<file path="config.mk">
export PLATFORM = sky130hd
export DESIGN_NAME = exc_handler_cp0
export DESIGN_NICKNAME = d
export VERILOG_FILES = /design/src/rtl/exc_pkg.sv /design/src/rtl/exc_prio_enc.sv /design/src/rtl/exc_handler_cp0.sv
export SDC_FILE = /design/constraint.sdc
export NUM_CORES = 1
export LEC_CHECK = 0
export CAP_MARGIN = 20
export CORE_UTILIZATION = 43
export CTS_BUF_LIST = sky130_fd_sc_hd__clkbuf_8
export CTS_CLUSTER_SIZE = 40
export DETAILED_ROUTE_END_ITERATION = 7
export PLACE_DENSITY = 0.89
export SLEW_MARGIN = 10
export SYNTH_ARGS = -nofsm -noshare
export SYNTH_HDL_FRONTEND = slang
export SYNTH_SLANG_ARGS = --single-unit
</file>
<file path="constraint.sdc">
create_clock -name clk -period 2.3 [get_ports clk]
set_input_delay 0.345 -clock clk [delete_from_list [all_inputs] [get_ports clk]]
set_output_delay 0.345 -clock clk [all_outputs]
set_load 0.005 [all_outputs]
</file>
<file path="src/rtl/exc_pkg.sv">
// Shared constants for the exception responder: CP0 register numbers, ExcCodes,
// FSM state encoding and exc_src request-line indices.
package exc_pkg;

   localparam logic [4:0] CP0_BADVADDR = 5'd8;
   localparam logic [4:0] CP0_STATUS   = 5'd12;
   localparam logic [4:0] CP0_CAUSE    = 5'd13;
   localparam logic [4:0] CP0_EPC      = 5'd14;

   localparam logic [4:0] EXC_RI   = 5'd10;
   localparam logic [4:0] EXC_OV   = 5'd12;
   localparam logic [4:0] EXC_ADEL = 5'd4;
   localparam logic [4:0] EXC_ADES = 5'd5;

   localparam logic [2:0] ST_IDLE    = 3'd0;
   localparam logic [2:0] ST_ENTER   = 3'd1;
   localparam logic [2:0] ST_HANDLER = 3'd2;
   localparam logic [2:0] ST_RETURN  = 3'd3;
   localparam logic [2:0] ST_HALT    = 3'd4;

   localparam int SRC_RI_OP    = 0;
   localparam int SRC_RI_FUNCT = 1;
   localparam int SRC_OV       = 2;
   localparam int SRC_ADEL     = 3;
   localparam int SRC_ADES     = 4;

   typedef struct packed {
      logic       valid;
      logic [4:0] excCode;
      logic       isAddrErr;
   } excReq_t;

endpackage

</file>
<file path="src/rtl/exc_prio_enc.sv">
// Combinational priority encoder: lowest set exc_src bit selects the ExcCode.
module exc_prio_enc
   import exc_pkg::*;
(
   input  logic [4:0] excSrc,
   output excReq_t    req
);

   // NOTE: the default assignment up front keeps every path driven, so no latch is inferred.
   always_comb begin
      req = '0;
      if (excSrc[SRC_RI_OP])         req = '{valid: 1'b1, excCode: EXC_RI,   isAddrErr: 1'b0};
      else if (excSrc[SRC_RI_FUNCT]) req = '{valid: 1'b1, excCode: EXC_RI,   isAddrErr: 1'b0};
      else if (excSrc[SRC_OV])       req = '{valid: 1'b1, excCode: EXC_OV,   isAddrErr: 1'b0};
      else if (excSrc[SRC_ADEL])     req = '{valid: 1'b1, excCode: EXC_ADEL, isAddrErr: 1'b1};
      else if (excSrc[SRC_ADES])     req = '{valid: 1'b1, excCode: EXC_ADES, isAddrErr: 1'b1};
   end

endmodule

</file>
<file path="src/rtl/exc_handler_cp0.sv">
// Exception responder: captures faulting context into CP0, flushes and redirects
// the PC to the handler, returns on ERET, and halts on a nested exception.
module exc_handler_cp0
   import exc_pkg::*;
#(
   parameter int                 DATA_W       = 32,
   parameter logic [DATA_W-1:0]  HANDLER_ADDR = 32'h0000_0080
) (
   input  logic              clk,
   input  logic              rst,
   input  logic [4:0]        exc_src,
   input  logic [DATA_W-1:0] exc_pc,
   input  logic [DATA_W-1:0] exc_bad_addr,
   input  logic              eret,
   input  logic              mtc0_en,
   input  logic [4:0]        cp0_waddr,
   input  logic [DATA_W-1:0] cp0_wdata,
   input  logic [4:0]        cp0_raddr,
   output logic [DATA_W-1:0] cp0_rdata,
   output logic              flush,
   output logic              pc_redirect,
   output logic [DATA_W-1:0] redirect_pc,
   output logic              in_handler,
   output logic              halt
);

   logic [2:0]        state;
   logic [DATA_W-1:0] badVAddr;
   logic [DATA_W-1:0] epc;
   logic [4:0]        excCode;
   logic              exl;
   logic              ie;
   excReq_t           req;

   exc_prio_enc uPrioEnc (
      .excSrc (exc_src),
      .req    (req)
   );

   // NOTE: non-blocking assignments for all state; where a software write and a
   // hardware update hit the same field, the later statement in this block wins.
   always_ff @(posedge clk) begin
      if (rst) begin
         state    <= ST_IDLE;
         badVAddr <= '0;
         epc      <= '0;
         excCode  <= '0;
         exl      <= 1'b0;
         ie       <= 1'b0;
      end else if (state != ST_HALT) begin
         if (mtc0_en) begin
            if (cp0_waddr == CP0_STATUS) begin
               ie  <= cp0_wdata[0];
               exl <= cp0_wdata[1];
            end
            if (cp0_waddr == CP0_EPC) epc <= cp0_wdata;
         end

         case (state)
            ST_IDLE: begin
               if (req.valid) begin
                  epc     <= exc_pc;
                  excCode <= req.excCode;
                  exl     <= 1'b1;
                  if (req.isAddrErr) badVAddr <= exc_bad_addr;
                  state   <= ST_ENTER;
               end
            end
            ST_ENTER:   state <= ST_HANDLER;
            ST_HANDLER: begin
               if (exc_src != '0) begin
                  state <= ST_HALT;
               end else if (eret) begin
                  exl   <= 1'b0;
                  state <= ST_RETURN;
               end
            end
            ST_RETURN:  state <= ST_IDLE;
            default:    state <= ST_IDLE;
         endcase
      end
   end

   // Redirect outputs are suppressed while rst is held so a reset cycle never steers the PC.
   always_comb begin
      flush       = 1'b0;
      pc_redirect = 1'b0;
      redirect_pc = '0;
      if (!rst) begin
         case (state)
            ST_ENTER: begin
               flush       = 1'b1;
               pc_redirect = 1'b1;
               redirect_pc = HANDLER_ADDR;
            end
            ST_RETURN: begin
               flush       = 1'b1;
               pc_redirect = 1'b1;
               redirect_pc = epc;
            end
            ST_HALT: flush = 1'b1;
            default: ;
         endcase
      end
   end

   always_comb begin
      cp0_rdata = '0;
      case (cp0_raddr)
         CP0_BADVADDR: cp0_rdata = badVAddr;
         CP0_STATUS:   cp0_rdata = {{(DATA_W-2){1'b0}}, exl, ie};
         CP0_CAUSE:    cp0_rdata = {{(DATA_W-7){1'b0}}, excCode, 2'b00};
         CP0_EPC:      cp0_rdata = epc;
         default:      cp0_rdata = '0;
      endcase
   end

   assign in_handler = exl;
   assign halt       = (state == ST_HALT);

endmodule

</file>
# After elaboration in Yosys (flattened, before gate mapping)
# Index checks and enable logic that the tools add are counted.
[word_totals] regBits=74 inputBits=115 output_inout_bits=68
[op_classes] n_eq_ne=13 muxes=26 reduce_logical=8
[op_table] cell="2-to-1 mux 32 bit" n=5
[op_table] cell="one-hot mux 32 bit (4 select lines)" n=1
[op_table] cell="one-hot mux 32 bit (2 select lines)" n=1
[op_table] cell="2-to-1 mux 7 bit" n=5
[op_table] cell="equality test 5 x 4 -> 1 bit, second input constant" n=6
[op_table] cell="2-to-1 mux 1 bit" n=9
[op_table] cell="2-to-1 mux 3 bit" n=3
[op_table] cell="one-hot mux 3 bit (3 select lines)" n=1
[op_table] cell="AND reduction 3 bit" n=3
[op_table] cell="equality test 3 x 2 -> 1 bit, second input constant" n=2
[op_table] cell="!= test 3 bit, second input constant" n=2
[op_table] cell="nonzero test 5 bit" n=1
[op_table] cell="AND reduction 4 bit" n=1
[op_table] cell="equality test 3 x 1 -> 1 bit, second input constant" n=1
[op_table] cell="equality test 3 bit, second input constant" n=1
[op_table] cell="logical NOT 3 bit" n=1
[op_table] cell="OR reduction 3 bit" n=1
[op_table] cell="!= test 2 bit, second input constant" n=1
[op_table] cell="one-hot mux 1 bit (2 select lines)" n=1
[op_table] cell="OR reduction 2 bit" n=1

# Depth between registers and ports, before layout
[depth] word_depth=7 depth_mapped=6

# By module
# A second synthesis with hierarchy kept.
[unflattened] hier_cells=496 area_unflattened_um2=4053.9
[modules_own_cells] mod="exc_handler_cp0" n_inst=1 cells_per_inst=486 area_per_inst_um2=3990.1 seq_area_each_um2=1481.4
[modules_own_cells] mod="exc_prio_enc" n_inst=1 cells_per_inst=10 area_per_inst_um2=63.8 seq_area_each_um2=0.0

# Worst setup path after synthesis
# OpenSTA, ideal clock, no wires.
[synth_timing] path_kind="input to output" start="input cp0_raddr[4]" end="output cp0_rdata[2]" arrival_ns=1.414 slack_ns=0.541 cell_stages=5 path_cell_list="nand2b_1 > nor4_1 > clkbuf_1 > a222oi_1 > inv_1"
[synth_between] elab_chain_len=2 elab_cells_between_ends=5 cone_classes="eq/ne: 4; mux: 1"
[synth_lines] item="from (decl)" line="exc_handler_cp0.sv:18" rtl="input logic [4:0] cp0_raddr,"
[synth_lines] item="equality test 5 x 4 -> 1 bit" line="exc_handler_cp0.sv:109" rtl="case (cp0_raddr)"
[synth_lines] item="one-hot mux 32 bit (4 select lines) (*)" line="exc_handler_cp0.sv:109"
[synth_lines] item="to (decl)" line="exc_handler_cp0.sv:19" rtl="output logic [DATA_W-1:0] cp0_rdata,"
# Every way passes the cells marked *; elsewhere a longest branch is shown, timed or not.

# Worst setup path after layout
[layout_timing] start="input cp0_raddr[4]" end="output cp0_rdata[22]"
# The elaborated chain is that of the path after synthesis.

==> metrics.txt <==
Synth Area in Compound Gates 0.345; drt pass-1 iters 8; Worst Reg-to-Reg Cells 6; routability cong. between 0.9 and 1; ANT cells 0; hold_sp badVAddr[22]$_SDFFE_PP0P_; Die X ~100 um; post-synthesis async set-or-reset flop share 0; final net count 824; Leakage about 2.7 nW; IO Pins 183; Reg-to-Reg Start state[2]$_SDFFE_PP0P_; worst r2r dst epc[19]$_SDFFE_PP0N_; failing checks DRC; Netlist cell types 38; skew final 0.0101 ns; simple logic cell fraction of the synthesized area 0.196; antenna violations before repair 0; XOR/XNOR share of the synthesized area 0; Post-Synthesis Net Count 625; Seq/Total Area, Yosys 0.359; post-synthesis adder-cell area fraction 0; post-layout util 0.718; Setup Crit Path Kind primary input to output pin; worst skew pair latency 0.34 ns; Global Route Usage Sum 0.305; total congestion overflow 0; worst slew pin tran 0.572 ns; die area 9860 um^2; HPWL after DPL approximately 11000 um; PwrDens 551 nW/um^2; Crit path largest cell delay 0.49 ns; Bufs on Longest Clock Path 2; Vias 4988; multiplexer area fraction after synthesis 0.0397; share of cells above drive strength 1 0.139; Crit. End Element output pin; top_reg_cell synth dfxtp_1; initial DRC count 509; Seq cells post-synth 73; synth warn 0; Setup-failing EPs final 0; Crit Path Max Fanout 16; CTS tree yes; largest net degree at the start of global routing 48; routed len/inst 19.4 um; Yosys top cell area share 0.359; synth top area cells dfxtp_1, a21oi_1, nand2_1, a22o_1, and2_1; Worst path slowest cell clkdlybuf4s50_1; DRC 4; final WL 16000 um; HP Class flop to flop; Final min period between 2 and 2.5 ns; peak supply drop 399 uV; vias in the first global route 4898; clock sinks 73; max-cap check violation count 0; hold path endpoint badVAddr[22]$_SDFFE_PP0P_; Slew Viols, Final 0; Slew headroom 0.618; Worst Path Required 1.96 ns; cts hold-fix bufs 0; PnR worst setup slack ~0.04 ns; first-pass GRT wire length 24000 um; post-synthesis cell area 4070 um^2; reg2reg setup slack 0.30 ns; Final ANT Viol Nets 0; Starting Density 0.442; Area Overhead vs Synth 62.3%; row cnt 35; largest family of logic cells by synthesized area compound AO/OA/AOI/OAI gates; Post-synth EDFFs 0; CP cell instances dlymetal6s2s_1, nand2b_4, nor4_4, buf_6, buf_12, a22o_1, clkdlybuf4s50_1; vias per cell roughly 6.0; Fmax 442 MHz; Post-Synthesis Cells 510; Core Area 9200 um^2; Die Ht 99.3 um; Mean Syn Cell Area ~8 um^2; dpl ws -0.220 ns; CTS Root Cell clkbuf_8; cell taking the most area after synthesis dfxtp_1; final worst-path cycle share 0.983; TritonCTS Buffers 9; status complete, but fails checks; PortBufs 182; worst hold stages 2; Max H-tree Level 3; Worst-path clk slew approximately 0.080 ns; Data arrival, critical path about 1.9 ns; Startpoint Class primary input; final hold violations 0
## logic make-up after synthesis
group	count (synthesis)
buf+inv	60
compound gates	201
simple gates	160
mux	16
flops	73
## worst max-delay path: cells and delay by family
kind	cells	cell delay, ns
AOI/OAI and AO/OA	1	0.13
and+or+nand+nor	2	0.43
buffers and inverters	4	1.00
## what timing repair did
| action | 4_1_cts | 5_1_grt |
|---|---|---|
| gates cloned | 0 | 1 |
| endpoints found under the hold margin | 0 | 0 |
| resized for setup | 32 | 17 |
| setup buffers | 0 | 13 |
| setup endpoints to repair | 40 | 32 |
| pin swaps | 8 | 5 |
## synthesized netlist by cell type, types with 2 or more instances
| cell type | count |
|---|---|
| a221oi_1 | 21 |
| dfxtp_1 | 73 |
| nand3_1 | 2 |
| nor2_1 | 13 |
| buf_2 | 8 |
| mux2i_1 | 15 |
| o2bb2ai_1 | 21 |
| o22ai_2 | 10 |
| nor3_1 | 8 |
| nor3b_1 | 3 |
| buf_1 | 2 |
| and2_1 | 31 |
| a22oi_1 | 14 |
| a21boi_0 | 2 |
| nor3_2 | 2 |
| inv_1 | 10 |
| a22o_1 | 26 |
| a222oi_1 | 4 |
| nor2b_1 | 12 |
| clkbuf_1 | 39 |
| nand2_1 | 74 |
| a21oi_1 | 77 |
| or3_1 | 2 |
| nor4_1 | 5 |
| o21ai_0 | 23 |
## registers in the layout, indices dropped and copies added (netlist names)
register,count
badVAddr,32
epc,32
excCode,4
ie,1
in_handler,1
state,3
## metrics by stage
| step | hold slack (ns) | power [mW] | cell area [um^2] | setup TNS, ns | cells |
|---|---|---|---|---|---|
| after detailed placement | 0.453 | 2.52 | 6240 | -5.82 | 795 |
| final | 0.465 | 3.64 | 6610 | 0 | 825 |
| after CTS | 0.465 | 3.61 | 6430 | -0.977 | 811 |
| after global routing | 0.484 | 3.79 | 6610 | -0.100 | 825 |
| after floorplan | 0.436 | 2.02 | 4070 | 0 | 510 |
| after global placement | 0.445 | 2.48 | 6240 | -4.49 | 795 |
## where the power goes
group	total [mW]	switching (mW)	internal, mW
Clock	1.11	0.503	0.611
Sequential	1.59	0.164	1.43
Combinational	0.935	0.443	0.492
## cell usage in the layout (no fill, tap or decap), drive strengths merged, types with 2 or more instances in the layout
master,Yosys,routed
nand2,74,74
nor2b,12,12
clkinv,0,2
mux2i,15,15
nor3b,3,3
o21ai,23,23
o22ai,11,11
dfxtp,73,73
dlygate4sd2,0,28
a22oi,14,14
a21oi,77,77
a222oi,4,4
or3,3,3
nand3,2,2
bufinv,0,2
a22o,26,26
inv,10,12
a221oi,21,21
nor3,10,10
a21boi,2,2
o2bb2ai,21,21
dlymetal6s2s,0,7
nor2,13,13
and2,31,31
nor4,5,5
clkdlybuf4s50,0,145
clkbuf,39,10
buf,11,56
## layer usage
| layer | track usage | wire (um) | vias to the layer above |
|---|---|---|---|
| met1 | 0.366 | 6060 | 2333 |
| met5 | 0 | 0 | - |
| met3 | 0.0604 | 1470 | 55 |
| met4 | 0.165 | 553 | 0 |
| li1 | - | - | 2267 |
| met2 | 0.513 | 7910 | 333 |
## final cells by class
cell class / instances / area (um^2)
fill: 709 / 2590
multi-input combinational: 377 / 2440
timing repair buffer: 238 / 2310
sequential: 73 / 1460
tap: 111 / 139
clock buffer: 9 / 124
clock inverter: 7 / 93.8
inverter: 10 / 37.5
## worst max-delay path by stage
stage               slack [ns]          from             to  depth (start not counted)
finish                    0.04  cp0_raddr[4]  cp0_rdata[22]                          7
global route             -0.05  cp0_raddr[4]  cp0_rdata[22]                          7
CTS                      -0.21  cp0_raddr[4]  cp0_rdata[27]                          6
detailed placement       -0.22  cp0_raddr[2]  cp0_rdata[27]                          6
global placement         -0.17  cp0_raddr[1]  cp0_rdata[18]                          6
floorplan                 0.54  cp0_raddr[4]   cp0_rdata[2]                          5
Power figures use the tool's default switching activity.
